`src/rtl/state_dump_unit.sv`:
```
// rtl/state_dump_unit.sv - streams register-file and data-memory contents to a debug host
//
// Purpose:
//   On a start pulse, walks register-file entries 0..REG_COUNT-1 and then
//   data-memory words 0..MEM_WORDS-1 through the CPU's spare read ports.
//   Each word is emitted on a valid/ready port tagged with its source and
//   index. A one-cycle done pulse follows the acceptance of the final word.
//
// Ports:
//   clk, reset            clock and asynchronous active-high reset
//   start, abort          begin a dump (IDLE only) / cancel an active dump
//   busy, done            activity flag / completion pulse
//   rf_re, rf_raddr       register-file read request
//   rf_rdata              register data, valid the cycle after rf_re
//   mem_re, mem_raddr     data-memory read request
//   mem_rdata             memory data, valid the cycle after mem_re
//   out_valid, out_ready  output handshake
//   out_data, out_src     dumped word and source (0 = regs, 1 = memory)
//   out_index, out_last   zero-extended index and final-word marker

module state_dump_unit #(
    parameter int DATA_W    = 19,
    parameter int REG_COUNT = 16,
    parameter int MEM_WORDS = 256,
    parameter int RA_W      = $clog2(REG_COUNT),
    parameter int MA_W      = $clog2(MEM_WORDS)
) (
    input  logic              clk,
    input  logic              reset,
    input  logic              start,
    input  logic              abort,
    output logic              busy,
    output logic              done,
    output logic              rf_re,
    output logic [RA_W-1:0]   rf_raddr,
    input  logic [DATA_W-1:0] rf_rdata,
    output logic              mem_re,
    output logic [MA_W-1:0]   mem_raddr,
    input  logic [DATA_W-1:0] mem_rdata,
    output logic              out_valid,
    input  logic              out_ready,
    output logic [DATA_W-1:0] out_data,
    output logic              out_src,
    output logic [MA_W:0]     out_index,
    output logic              out_last
);

    typedef enum logic [2:0] {
        S_IDLE,
        S_REQ,
        S_WAIT,
        S_SEND,
        S_DONE
    } state_t;

    localparam int IX_W = MA_W + 1;
    localparam logic [IX_W-1:0] REG_LAST = IX_W'(REG_COUNT - 1);
    localparam logic [IX_W-1:0] MEM_LAST = IX_W'(MEM_WORDS - 1);

    state_t          state;
    logic [IX_W-1:0] idx;
    logic            src;

    // Position of the word after the current one; the register sweep rolls
    // over into memory index 0.
    logic [IX_W-1:0] next_idx;
    logic            next_src;

    always_comb begin
        next_idx = idx + IX_W'(1);
        next_src = src;
        if (!src && idx == REG_LAST) begin
            next_idx = '0;
            next_src = 1'b1;
        end
    end

    always_ff @(posedge clk or posedge reset) begin
        if (reset) begin
            state     <= S_IDLE;
            idx       <= '0;
            src       <= 1'b0;
            busy      <= 1'b0;
            done      <= 1'b0;
            rf_re     <= 1'b0;
            rf_raddr  <= '0;
            mem_re    <= 1'b0;
            mem_raddr <= '0;
            out_valid <= 1'b0;
            out_data  <= '0;
            out_src   <= 1'b0;
            out_index <= '0;
            out_last  <= 1'b0;
        end else begin
            // Read enables and done are single-cycle; they are raised only on
            // the transition into REQ / DONE respectively.
            rf_re  <= 1'b0;
            mem_re <= 1'b0;
            done   <= 1'b0;

            case (state)
                S_IDLE: begin
                    if (start) begin
                        idx       <= '0;
                        src       <= 1'b0;
                        rf_re     <= 1'b1;
                        rf_raddr  <= '0;
                        mem_raddr <= '0;
                        busy      <= 1'b1;
                        state     <= S_REQ;
                    end
                end

                S_REQ: begin
                    if (abort) begin
                        busy  <= 1'b0;
                        state <= S_IDLE;
                    end else begin
                        state <= S_WAIT;
                    end
                end

                S_WAIT: begin
                    if (abort) begin
                        busy  <= 1'b0;
                        state <= S_IDLE;
                    end else begin
                        out_data  <= src ? mem_rdata : rf_rdata;
                        out_src   <= src;
                        out_index <= idx;
                        out_last  <= src && (idx == MEM_LAST);
                        out_valid <= 1'b1;
                        state     <= S_SEND;
                    end
                end

                S_SEND: begin
                    // Abort wins over a same-cycle handshake: the word on the
                    // port is treated as never delivered.
                    if (abort) begin
                        out_valid <= 1'b0;
                        busy      <= 1'b0;
                        state     <= S_IDLE;
                    end else if (out_ready) begin
                        out_valid <= 1'b0;
                        if (out_last) begin
                            done  <= 1'b1;
                            state <= S_DONE;
                        end else begin
                            idx       <= next_idx;
                            src       <= next_src;
                            rf_re     <= !next_src;
                            mem_re    <= next_src;
                            rf_raddr  <= next_idx[RA_W-1:0];
                            mem_raddr <= next_idx[MA_W-1:0];
                            state     <= S_REQ;
                        end
                    end
                end

                S_DONE: begin
                    busy  <= 1'b0;
                    state <= S_IDLE;
                end

                default: begin
                    busy      <= 1'b0;
                    out_valid <= 1'b0;
                    state     <= S_IDLE;
                end
            endcase
        end
    end

endmodule
```
`config.mk`:
```
export PLATFORM = sky130hd
export DESIGN_NAME = state_dump_unit
export DESIGN_NICKNAME = d
export VERILOG_FILES = /design/src/rtl/state_dump_unit.sv
export SDC_FILE = /design/constraint.sdc
export NUM_CORES = 1
export LEC_CHECK = 0
export ABC_CLOCK_PERIOD_IN_PS = 2200
export BUFFER_PORTS_ARGS = -buffer_cell sky130_fd_sc_hd__buf_2
export CORE_ASPECT_RATIO = 0.9
export CORE_UTILIZATION = 48
export CTS_CLUSTER_DIAMETER = 200
export DETAILED_ROUTE_END_ITERATION = 12
export PLACE_DENSITY_LB_ADDON = 0.08
export SYNTH_ARGS = -nofsm -noshare
export SYNTH_HDL_FRONTEND = slang
export SYNTH_SLANG_ARGS = --single-unit
```
`constraint.sdc`:
```
create_clock -name clk -period 2.2 [get_ports clk]
set_input_delay 0.66 -clock clk [delete_from_list [all_inputs] [get_ports clk]]
set_output_delay 0.66 -clock clk [all_outputs]
set_load 0.05 [all_outputs]
```
-- After elaboration in Yosys (flattened, before gate mapping)
Index checks and enable logic that the tools add are counted.
- add/sub/neg operators: 1
- equality and inequality tests: 13
- mux-type cells: 50
- bitwise gates (word level): 2
- reductions and logical operators: 13
- operators with widths (cell ; count):
    $mux 9 ; 5
    $mux 8 ; 4
    $mux 1 ; 22
    $mux 19 ; 1
    $pmux 9 s2 ; 1
    $mux 4 ; 4
    $pmux 8 s2 ; 1
    $mux 3 ; 4
    $pmux 3 s4 ; 1
    $ne 2x2->1 const B ; 5
    $add 9x1->9 const B ; 1
    $eq 9x4->1 const B ; 1
    $eq 9x8->1 const B ; 1
    $pmux 4 s2 ; 1
    $eq 3x2->1 const B ; 2
    $pmux 1 s2 ; 3
    $reduce_and 2->1 ; 3
    $reduce_or 3->1 ; 2
    $reduce_and 5->1 ; 1
    $mux 2 ; 2
    $eq 3x1->1 const B ; 1
    $eq 3x3->1 const B ; 1
    $logic_not 3->1 ; 1
    $ne 3x3->1 const B ; 1
    other kinds (7) ; 10
- register bits after elaboration: 60
- input bits: 43
- logic and storage cells: 93

-- Longest topological paths before layout
Gate-level depths: netlist of run 1.
- depth after elaboration: 8
- mapped depth: 7
- gate-level depth less buffers: 7

-- Least setup slack after synthesis of run 1
OpenSTA, ideal clock, no wires.
- path type: register -> register
- start: reg, netlist name rf_raddr[0]
- end: reg idx[8]
- library setup time: 0.076 ns
- data arrival time: 1.734 ns
- data required time: 2.124 ns
- setup slack: 0.390 ns
- stages on the path, launching flop included: 8
- path buffers: 0
- clock period less this slack: 1.810 ns
- cell sequence: dfrtp_1 -> ha_1 -> nand3_2 -> nor2_1 -> and3_2 -> ha_1 -> or3_1 -> o21ai_1
- RTL lines (what ; line ; RTL):
    end signal: assignment ; 150 ; idx <= next_idx;
    end: declaration ; 61 ; logic [IX_W-1:0] idx;

==> results.ini, run 1 <==
[finish]
antennaDiodeCount=0
synthToLayoutAreaGrowth_pct=24.4
nNetsFinal=340
drive_gt1_share_pct=42.9
fillers=380
seqCellArea_mm2=0.00120
multi_input_area_um2=978

[synthesis]
netlist.area_leader.share_pct=51.6
yosys.area.top_type=dfrtp_1
ys_top_cells_by_area=dfrtp_1, mux2i_1, a21oi_1, mux2_2, buf_4
synth_common_cells=dfrtp_1, nor2_1, a21oi_1
syn-num-nets=260
synth_area_mm2=0.00233
synthArstFlopShare_pct=100
synth_flop_cell=dfrtp_1
synth_most_common_cell=dfrtp_1
syn-instance-count=215
yosysSeqAreaShare_pct=51.6
synth_cell_types=39
synth_edf_count=0
yosysWarnings=0
synth_seq_cells=48
syn_avg_cell_area_um2=10.8

[placed_design]
portBuffers=89
gp_congestion=0.821
dp_hpwl_um=3360
dp_slack_ns=0.234

[floorplanning]
fp.dieW_um=75.4
die_area_mm2=0.00513
core_region_area_mm2=0.00455
start_util_pct=51.2
die_h_um=68.0
io_pins=90
num_rows=23

[sta]
setup_viol=0
rsz0062_at_grt=false
finalClockSkew_ns=0.00497
tightest_slew_ns=0.469
maxSlewHeadroom_pct=68.6
fin_ws_ns=0.219
period_minus_slack_ns=1.98
maxSlewViolCount=0
tns_ns=0
timing.fmax_ghz=0.505
hold_viol_final=0
finalCritPeriodShare_pct=90.0

[clock_tree]
numCtsBuffers=5
clockRootBuffer=clkbuf_8
cts_max_level=2
insertion_delay_ns=0.29
clock_sinks=48
clock_path_buffers=2
clk_pin_slew_ns=0.09
cts_hold_buf=0
cts_tree=yes
postCtsSetupBuffers=0
ctsResizeCount=0

[route]
first_pass_iters=4
wire_per_inst_um=13.0
num_vias=1831
route.antenna.remaining_nets=0
dr.first_iter.drc_count=62
drc=0
routed_wl_um=4650
routed_via_density=5.11

[job]
drv_cap=0

[global_route]
overflow=0
grt_max_degree=51
track_usage_pct=18.9
grt_pass1_wl_um=7250
grt_pass1_vias=1598
antenna_found_initial=0

[worst_setup_path]
worstSetupPathType=register to register
required_ns=2.42
reg2reg_from=rf_raddr[0]
rrSetupSlack_ns=0.22
crit_path_start=rf_raddr[0]
end_kind=register
reg2reg_to=idx[8]
arrival_ns=2.20
r2r_cells=7
path_max_fanout=7
critPathLaunchType=register

[min_path]
holdCritPathClass=input port to async pin

[pwr]
p_leak_nw=1.40
p_total_w=0.00322
pwr_density_cell_mw_per_mm2=1110
vdd_ir_drop_max_v=0.000757

[status]
status=finished clean

[metal layers]
metal | track usage, % | share of wire (%)
met5 | 0 | 0
met4 | 5.09 | 0.34
met2 | 29.2 | 46
met1 | 26.6 | 49
met3 | 4.27 | 4.4
[kinds of logic (layout without fill, tap and decap cells)]
kind of cell,after synthesis,count (layout),synth area share [%]
mux,30,30,13.5
fa+ha+maj,2,2,1.08
buf+inv,25,106,6.56
simple gates,66,66,15.7
flops,48,48,51.6
compound gates,44,44,11.6
[area by class of cell]
cell class / count / area share [%]
timing repair buffer: 94 / 17.1
clock inverter: 1 / 1.04
clock buffer: 7 / 3.33
sequential: 48 / 41.5
tap: 62 / 2.68
inverter: 4 / 0.519
multi-input combinational: 142 / 33.8
[registers in the layout, summed over array words and instances (netlist names)]
name	flops
out_data	19
out_index	9
mem_raddr	4
rf_raddr	3
state	3
idx	2
busy	1
done	1
mem_re	1
out_last	1
out_src	1
out_valid	1
rf_re	1
src	1
[worst max path at each step]
| stage | end | slack [ns] | depth (start not counted) |
|---|---|---|---|
| finish | idx[8] | 0.22 | 7 |
| global route | idx[8] | 0.09 | 7 |
| CTS | idx[8] | 0.23 | 7 |
| detailed placement | idx[8] | 0.23 | 7 |
| global placement | idx[8] | 0.34 | 7 |
| floorplan | idx[8] | 0.39 | 7 |
[cells in the final DEF, fill, tap and decap left out, types with 2 or more instances in the layout]
cell	synthesis	layout
buf_2	2	89
dfrtp_1	48	48
nor2_1	26	26
a21oi_1	25	25
mux2i_1	19	19
mux2_2	11	11
nand2_1	8	8
o21ai_1	7	7
clkbuf_8	0	7
a22o_1	5	5
nor3_1	5	5
o21ai_0	4	4
buf_4	13	4
inv_1	4	3
and3_2	3	3
nand3_1	3	3
nor4b_1	2	2
nand2b_1	2	2
ha_1	2	2
[critical path: stages, from the launching register on]
cell and delay, ns:
dfrtp_1 0.46, ha_1 0.23, nand3_2 0.19, nor2_1 0.18, and3_2 0.19, ha_1 0.21
or3_1 0.36, o21ai_1 0.08
[metrics by stage]
stage	utilization [%]	area [um2]	std cells	hold WS [ns]
2_1_floorplan	-	2330	215	0.504
3_3_place_gp	60.9	2770	350	0.485
3_5_place_dp	60.9	2770	350	0.490
4_1_cts	63.6	2890	358	0.355
5_1_grt	63.6	2890	358	0.372
6_report	63.6	2890	358	0.348
[where the power goes]
| part | leakage [nW] | total [W] | switching [W] | internal, W |
|---|---|---|---|---|
| Combinational | 0.733 | 0.00133 | 0.00101 | 0.000321 |
| Sequential | 0.598 | 0.00120 | 0.000117 | 0.00109 |
| Clock | 0.0645 | 0.000680 | 0.000279 | 0.000401 |
Note: power is estimated with default switching activity, not from simulation.
==> inputs of run 2 (changes only) <==
ABC_CLOCK_PERIOD_IN_PS = 2500   (was 2200)
CORE_UTILIZATION = 52   (was 48)
REMOVE_ABC_BUFFERS = 1   (was not set)
clock period = 2.5 ns   (was 2.2 ns; I/O delays follow)
==> results.ini, run 2 (same netlist as run 1, synthesis figures left out) <==
[status]
status=finished clean  ; unchanged

[sta]
finalClockSkew_ns=0.00625  ; was 0.00497 ns
timing.fmax_ghz=0.507  ; was 0.505 GHz
period_minus_slack_ns=1.97  ; was 1.98 ns
setup_viol=0  ; unchanged
maxSlewViolCount=0  ; unchanged
finalCritPeriodShare_pct=79.0  ; was 90.0%
maxSlewHeadroom_pct=69.7  ; was 68.6%
tightest_slew_ns=0.453  ; was 0.469 ns
rsz0062_at_grt=false  ; unchanged
hold_viol_final=0  ; unchanged
tns_ns=0  ; unchanged
hold_slack_ns=0.483  ; was 0.348 ns
fin_ws_ns=0.526  ; was 0.219 ns

[floorplanning]
io_pins=90  ; unchanged
fp.dieW_um=72.5  ; was 75.4 um
die_h_um=65.5  ; was 68.0 um
num_rows=22  ; was 23
die_area_mm2=0.00475  ; was 0.00513 mm2
core_region_area_mm2=0.00418  ; was 0.00455 mm2
start_util_pct=55.6  ; was 51.2%

[placed_design]
placed_area_mm2=0.00276  ; was 0.00277 mm2
dp_hpwl_um=3250  ; was 3360 um
place_inst=346  ; was 350
portBuffers=89  ; unchanged
dp_slack_ns=0.564  ; was 0.234 ns
gp_congestion=0.817  ; was 0.821

[route]
first_pass_iters=4  ; unchanged
wire_per_inst_um=12.6  ; was 13.0 um
drc=0  ; unchanged
num_vias=1837  ; was 1831
route.antenna.remaining_nets=0  ; unchanged
routed_wl_um=4450  ; was 4650 um
dr.first_iter.drc_count=91  ; was 62
routed_via_density=5.19  ; was 5.11

[pwr]
p_sw_w=0.00123  ; was 0.00141 W
combPwrFrac_pct=43.7  ; was 41.5%
clockPowerShare_pct=17.0  ; was 21.1%
intPower_w=0.00146  ; was 0.00181 W
p_seq_share_pct=39.3  ; was 37.4%
swShare_pct=45.7  ; was 43.8%
p_leak_nw=1.38  ; was 1.40 nW
vdd_ir_drop_max_v=0.000469  ; was 0.000757 V
pwr_density_cell_mw_per_mm2=943  ; was 1110 mW/mm2

[worst_setup_path]
worstSetupPathType=register to register  ; unchanged
crit_top_cell=ha_1  ; unchanged
critPathLaunchType=register  ; unchanged
arrival_ns=2.20  ; about the same
end_kind=register  ; unchanged
required_ns=2.73  ; was 2.42 ns
path_max_fanout=7  ; unchanged
slowest_delay_ns=0.46  ; about the same
path_cells=ha_1 -> nand3_2 -> nor2_1 -> and3_2 -> ha_1 -> or3_1 -> o21ai_1  ; unchanged
critPathSlowestCell=dfrtp_1  ; unchanged

[clock_tree]
postCtsSetupBuffers=0  ; unchanged
ctsResizeCount=0  ; unchanged
clock_path_buffers=2  ; unchanged
clk_pin_slew_ns=0.08  ; was 0.09 ns
clock_sinks=48  ; unchanged
numCtsBuffers=5  ; unchanged
cts_tree=yes  ; unchanged
insertion_delay_ns=0.29  ; about the same
clockRootBuffer=clkbuf_8  ; unchanged
cts_hold_buf=0  ; unchanged
cts_max_level=2  ; unchanged

[global_route]
grt_pass1_vias=1619  ; was 1598
overflow=0  ; unchanged
grt.busiest_layer=met2  ; unchanged
antenna_found_initial=0  ; unchanged
grt_pass1_wl_um=7400  ; was 7250 um
globalRouteMet3Util_pct=3.68  ; was 4.27%
met1_usage_pct=28.3  ; was 26.6%
track_usage_pct=20.4  ; was 18.9%
grt_use_met2_pct=32.7  ; was 29.2%
grt_max_degree=51  ; unchanged

[finish]
drive_gt1_share_pct=42.5  ; was 42.9%
final_cell_mix=buf_2, dfrtp_1, nor2_1, a21oi_1, mux2i_1  ; unchanged
final_common_cell=buf_2  ; unchanged
antennaDiodeCount=0  ; unchanged
nNetsFinal=338  ; was 340
final_area_mm2=0.00286  ; was 0.00289 mm2
largest_reg_flops=19  ; unchanged
regMostFlops=out_data  ; unchanged
finalNonFillerCells=354  ; was 358
fillers=370  ; was 380
top_regs=out_data (19), out_index (9), mem_raddr (4)  ; unchanged
synthToLayoutAreaGrowth_pct=22.8  ; was 24.4%

[min_path]
holdCritPathClass=input port to async pin  ; unchanged

[job]
drv_cap=0  ; unchanged

[run 2: critical path, delay by kind of cell (launching register included)]
family	cells	cell delay, ns
and+or+nand+nor	4	0.92
DFF	1	0.46
AOI/OAI and AO/OA	1	0.07
adders and majority gates	2	0.46
[run 2: power by group through the flow]
stage               logic (W)  registers, W  clock network, W
floorplan            0.000256       0.00171                 0
detailed placement    0.00119       0.00108                 0
finish                0.00118       0.00106          0.000457
CTS                   0.00119       0.00106          0.000471
global placement      0.00118       0.00106                 0
global route          0.00126       0.00108          0.000511
[run 2: routing by layer]
metal	share of wire [%]	vias to the layer above
met5	0	-
met4	1.1	0
met3	5.1	8
met2	46	58
met1	48	861
li1	-	910
[run 2: path summary, 6_finish.rpt]
| path | from | endpoint | slack [ns] | cells past startpoint |
|---|---|---|---|---|
| min | reset | out_data[16] | 0.48 | 3 |
| min in group clk | out_index[6] | out_index[6] | 0.50 | 1 |
| max reg2reg | rf_raddr[0] | idx[8] | 0.53 | 7 |
| min reg2reg | out_index[6] | out_index[6] | 0.50 | 1 |
| max in group asynchronous | reset | out_index[6] | 1.81 | 3 |
| max | rf_raddr[0] | idx[8] | 0.53 | 7 |
[run 2: metrics by stage]
step | total power [W] | utilization, %
after floorplan | 0.00196 | -
after global placement | 0.00224 | 66.0
after detailed placement | 0.00226 | 66.0
after CTS | 0.00272 | 68.2
after global routing | 0.00285 | 68.2
final | 0.00269 | 68.2
[run 2: final cells by class]
type	instances	area, um2	area share, %
multi-input combinational	142	978	34.3
tap	60	75.1	2.63
clock buffer	6	82.6	2.89
sequential	48	1200	42.1
clock inverter	2	10.0	0.351
inverter	4	15.0	0.526
timing repair buffer	92	493	17.3
==> inputs of run 3 (changes only) <==
ABC_CLOCK_PERIOD_IN_PS = 2000   (was 2500)
CORE_UTILIZATION = 48   (was 52)
clock period = 2 ns   (was 2.5 ns; I/O delays follow)
==> results.ini, run 3 (same netlist as run 1, synthesis figures left out) <==
[route]
first_pass_iters=4  ; unchanged
routed_wl_um=4550  ; was 4450 um
dr.first_iter.drc_count=74  ; was 91
routed_via_density=5.04  ; was 5.19
num_vias=1823  ; was 1837
route.antenna.remaining_nets=0  ; unchanged
drc=0  ; unchanged
wire_per_inst_um=12.6  ; about the same

[placed_design]
dp_slack_ns=0.178  ; was 0.564 ns
placed_area_mm2=0.00281  ; was 0.00276 mm2
gp_congestion=0.819  ; was 0.817
portBuffers=89  ; unchanged
dp_hpwl_um=3350  ; was 3250 um

[global_route]
grt.busiest_layer=met2  ; unchanged
met1_usage_pct=23.9  ; was 28.3%
overflow=0  ; unchanged
grt_use_met2_pct=31.8  ; was 32.7%
grt_pass1_wl_um=7270  ; was 7400 um
grt_max_degree=37  ; was 51
track_usage_pct=19.0  ; was 20.4%
antenna_found_initial=0  ; unchanged
grt_pass1_vias=1661  ; was 1619
globalRouteMet3Util_pct=6.33  ; was 3.68%

[clock_tree]
insertion_delay_ns=0.29  ; about the same
ctsResizeCount=0  ; unchanged
cts_hold_buf=0  ; unchanged
cts_max_level=2  ; unchanged
clock_path_buffers=2  ; unchanged
clock_sinks=48  ; unchanged
postCtsSetupBuffers=0  ; unchanged
clk_pin_slew_ns=0.09  ; was 0.08 ns
cts_tree=yes  ; unchanged
numCtsBuffers=5  ; unchanged
clockRootBuffer=clkbuf_8  ; unchanged

[sta]
timing.fmax_ghz=0.545  ; was 0.507 GHz
maxSlewHeadroom_pct=68.5  ; was 69.7%
hold_slack_ns=0.279  ; was 0.483 ns
maxSlewViolCount=0  ; unchanged
rsz0062_at_grt=false  ; unchanged
tns_ns=0  ; unchanged
hold_viol_final=0  ; unchanged
setup_viol=0  ; unchanged
finalClockSkew_ns=0.00567  ; was 0.00625 ns
tightest_slew_ns=0.473  ; was 0.453 ns
fin_ws_ns=0.166  ; was 0.526 ns
period_minus_slack_ns=1.83  ; was 1.97 ns
finalCritPeriodShare_pct=91.7  ; was 79.0%

[finish]
nNetsFinal=344  ; was 338
largest_reg_flops=19  ; unchanged
antennaDiodeCount=0  ; unchanged
regMostFlops=out_data  ; unchanged
final_common_cell=buf_2  ; unchanged
drive_gt1_share_pct=43.3  ; was 42.5%
seqCellArea_mm2=0.00120  ; unchanged
fillers=386  ; was 370
synthToLayoutAreaGrowth_pct=25.4  ; was 22.8%
top_regs=out_data (19), out_index (9), mem_raddr (4)  ; unchanged
multi_input_area_um2=978  ; unchanged
final_cell_mix=buf_2, dfrtp_1, nor2_1, a21oi_1, mux2i_1  ; unchanged
final_area_mm2=0.00292  ; was 0.00286 mm2

[pwr]
pwr_density_cell_mw_per_mm2=1190  ; was 943 mW/mm2
p_sw_w=0.00154  ; was 0.00123 W
p_seq_share_pct=37.9  ; was 39.3%
vdd_ir_drop_max_v=0.000799  ; was 0.000469 V
swShare_pct=44.4  ; was 45.7%
intPower_w=0.00193  ; was 0.00146 W
combPwrFrac_pct=42.7  ; was 43.7%
clockPowerShare_pct=19.4  ; was 17.0%
p_leak_nw=1.41  ; was 1.38 nW

[floorplanning]
num_rows=23  ; was 22
die_h_um=68.0  ; was 65.5 um
io_pins=90  ; unchanged
die_area_mm2=0.00513  ; was 0.00475 mm2
start_util_pct=51.2  ; was 55.6%
core_region_area_mm2=0.00455  ; was 0.00418 mm2
fp.dieW_um=75.4  ; was 72.5 um

[worst_setup_path]
required_ns=2.23  ; was 2.73 ns
worstSetupPathType=register to register  ; unchanged
r2r_cells=7  ; unchanged
end_kind=register  ; unchanged
arrival_ns=2.06  ; was 2.20 ns
path_max_fanout=7  ; unchanged
critPathLaunchType=register  ; unchanged

[job]
drv_cap=0  ; unchanged

[min_path]
holdCritPathClass=input port to async pin  ; unchanged

[status]
status=finished clean  ; unchanged

## run 3: changes by cell type in the layout (fill, tap and decap cells not counted), sizes merged
cell	change
buf	+6
clkinv	-1
bufinv	+1
## run 3: final timing paths
check | startpoint | to | slack, ns
min reg2reg | out_index[4] | out_index[4] | 0.51
max reg2reg | rf_raddr[0] | idx[8] | 0.17
min in group clk | out_index[4] | out_index[4] | 0.51
max in group asynchronous | reset | out_index[1] | 1.23
min | reset | out_data[1] | 0.28
max | rf_raddr[0] | idx[8] | 0.17
## run 3: stage by stage
step | utilization, % | cells | power, W
finish | 64.2 | 362 | 0.00347
global route | 64.2 | 362 | 0.00367
CTS | 64.2 | 362 | 0.00351
detailed placement | 61.8 | 354 | 0.00283
global placement | 61.8 | 354 | 0.00281
floorplan | - | 194 | 0.00245
## run 3: worst max-delay path, stage by stage (launching register included)
cell and delay (ns):
dfrtp_1 0.39, ha_1 0.23, nand3_2 0.17, nor2_1 0.08, and3_2 0.21, ha_1 0.25, or3_1 0.36, o21ai_1 0.08
## run 3: layout make-up
class                      instances  area share, %
sequential                        48           41.2
multi-input combinational        142           33.5
timing repair buffer              98           18.4
tap                               62           2.66
clock buffer                       6           2.49
clock inverter                     2           1.20
inverter                           4          0.515
## run 3: power groups by stage
stage	logic, W	clock network (W)	registers (W)
global placement	0.00148	0	0.00133
floorplan	0.000320	0	0.00213
CTS	0.00150	0.000697	0.00132
detailed placement	0.00150	0	0.00133
finish	0.00148	0.000673	0.00131
global route	0.00159	0.000736	0.00135
## run 3: routing by layer
layer / up-vias / part of all wire [%]
met5: - / 0
met4: 0 / 0.66
met3: 4 / 5.6
met2: 60 / 47
met1: 840 / 47
li1: 919 / -
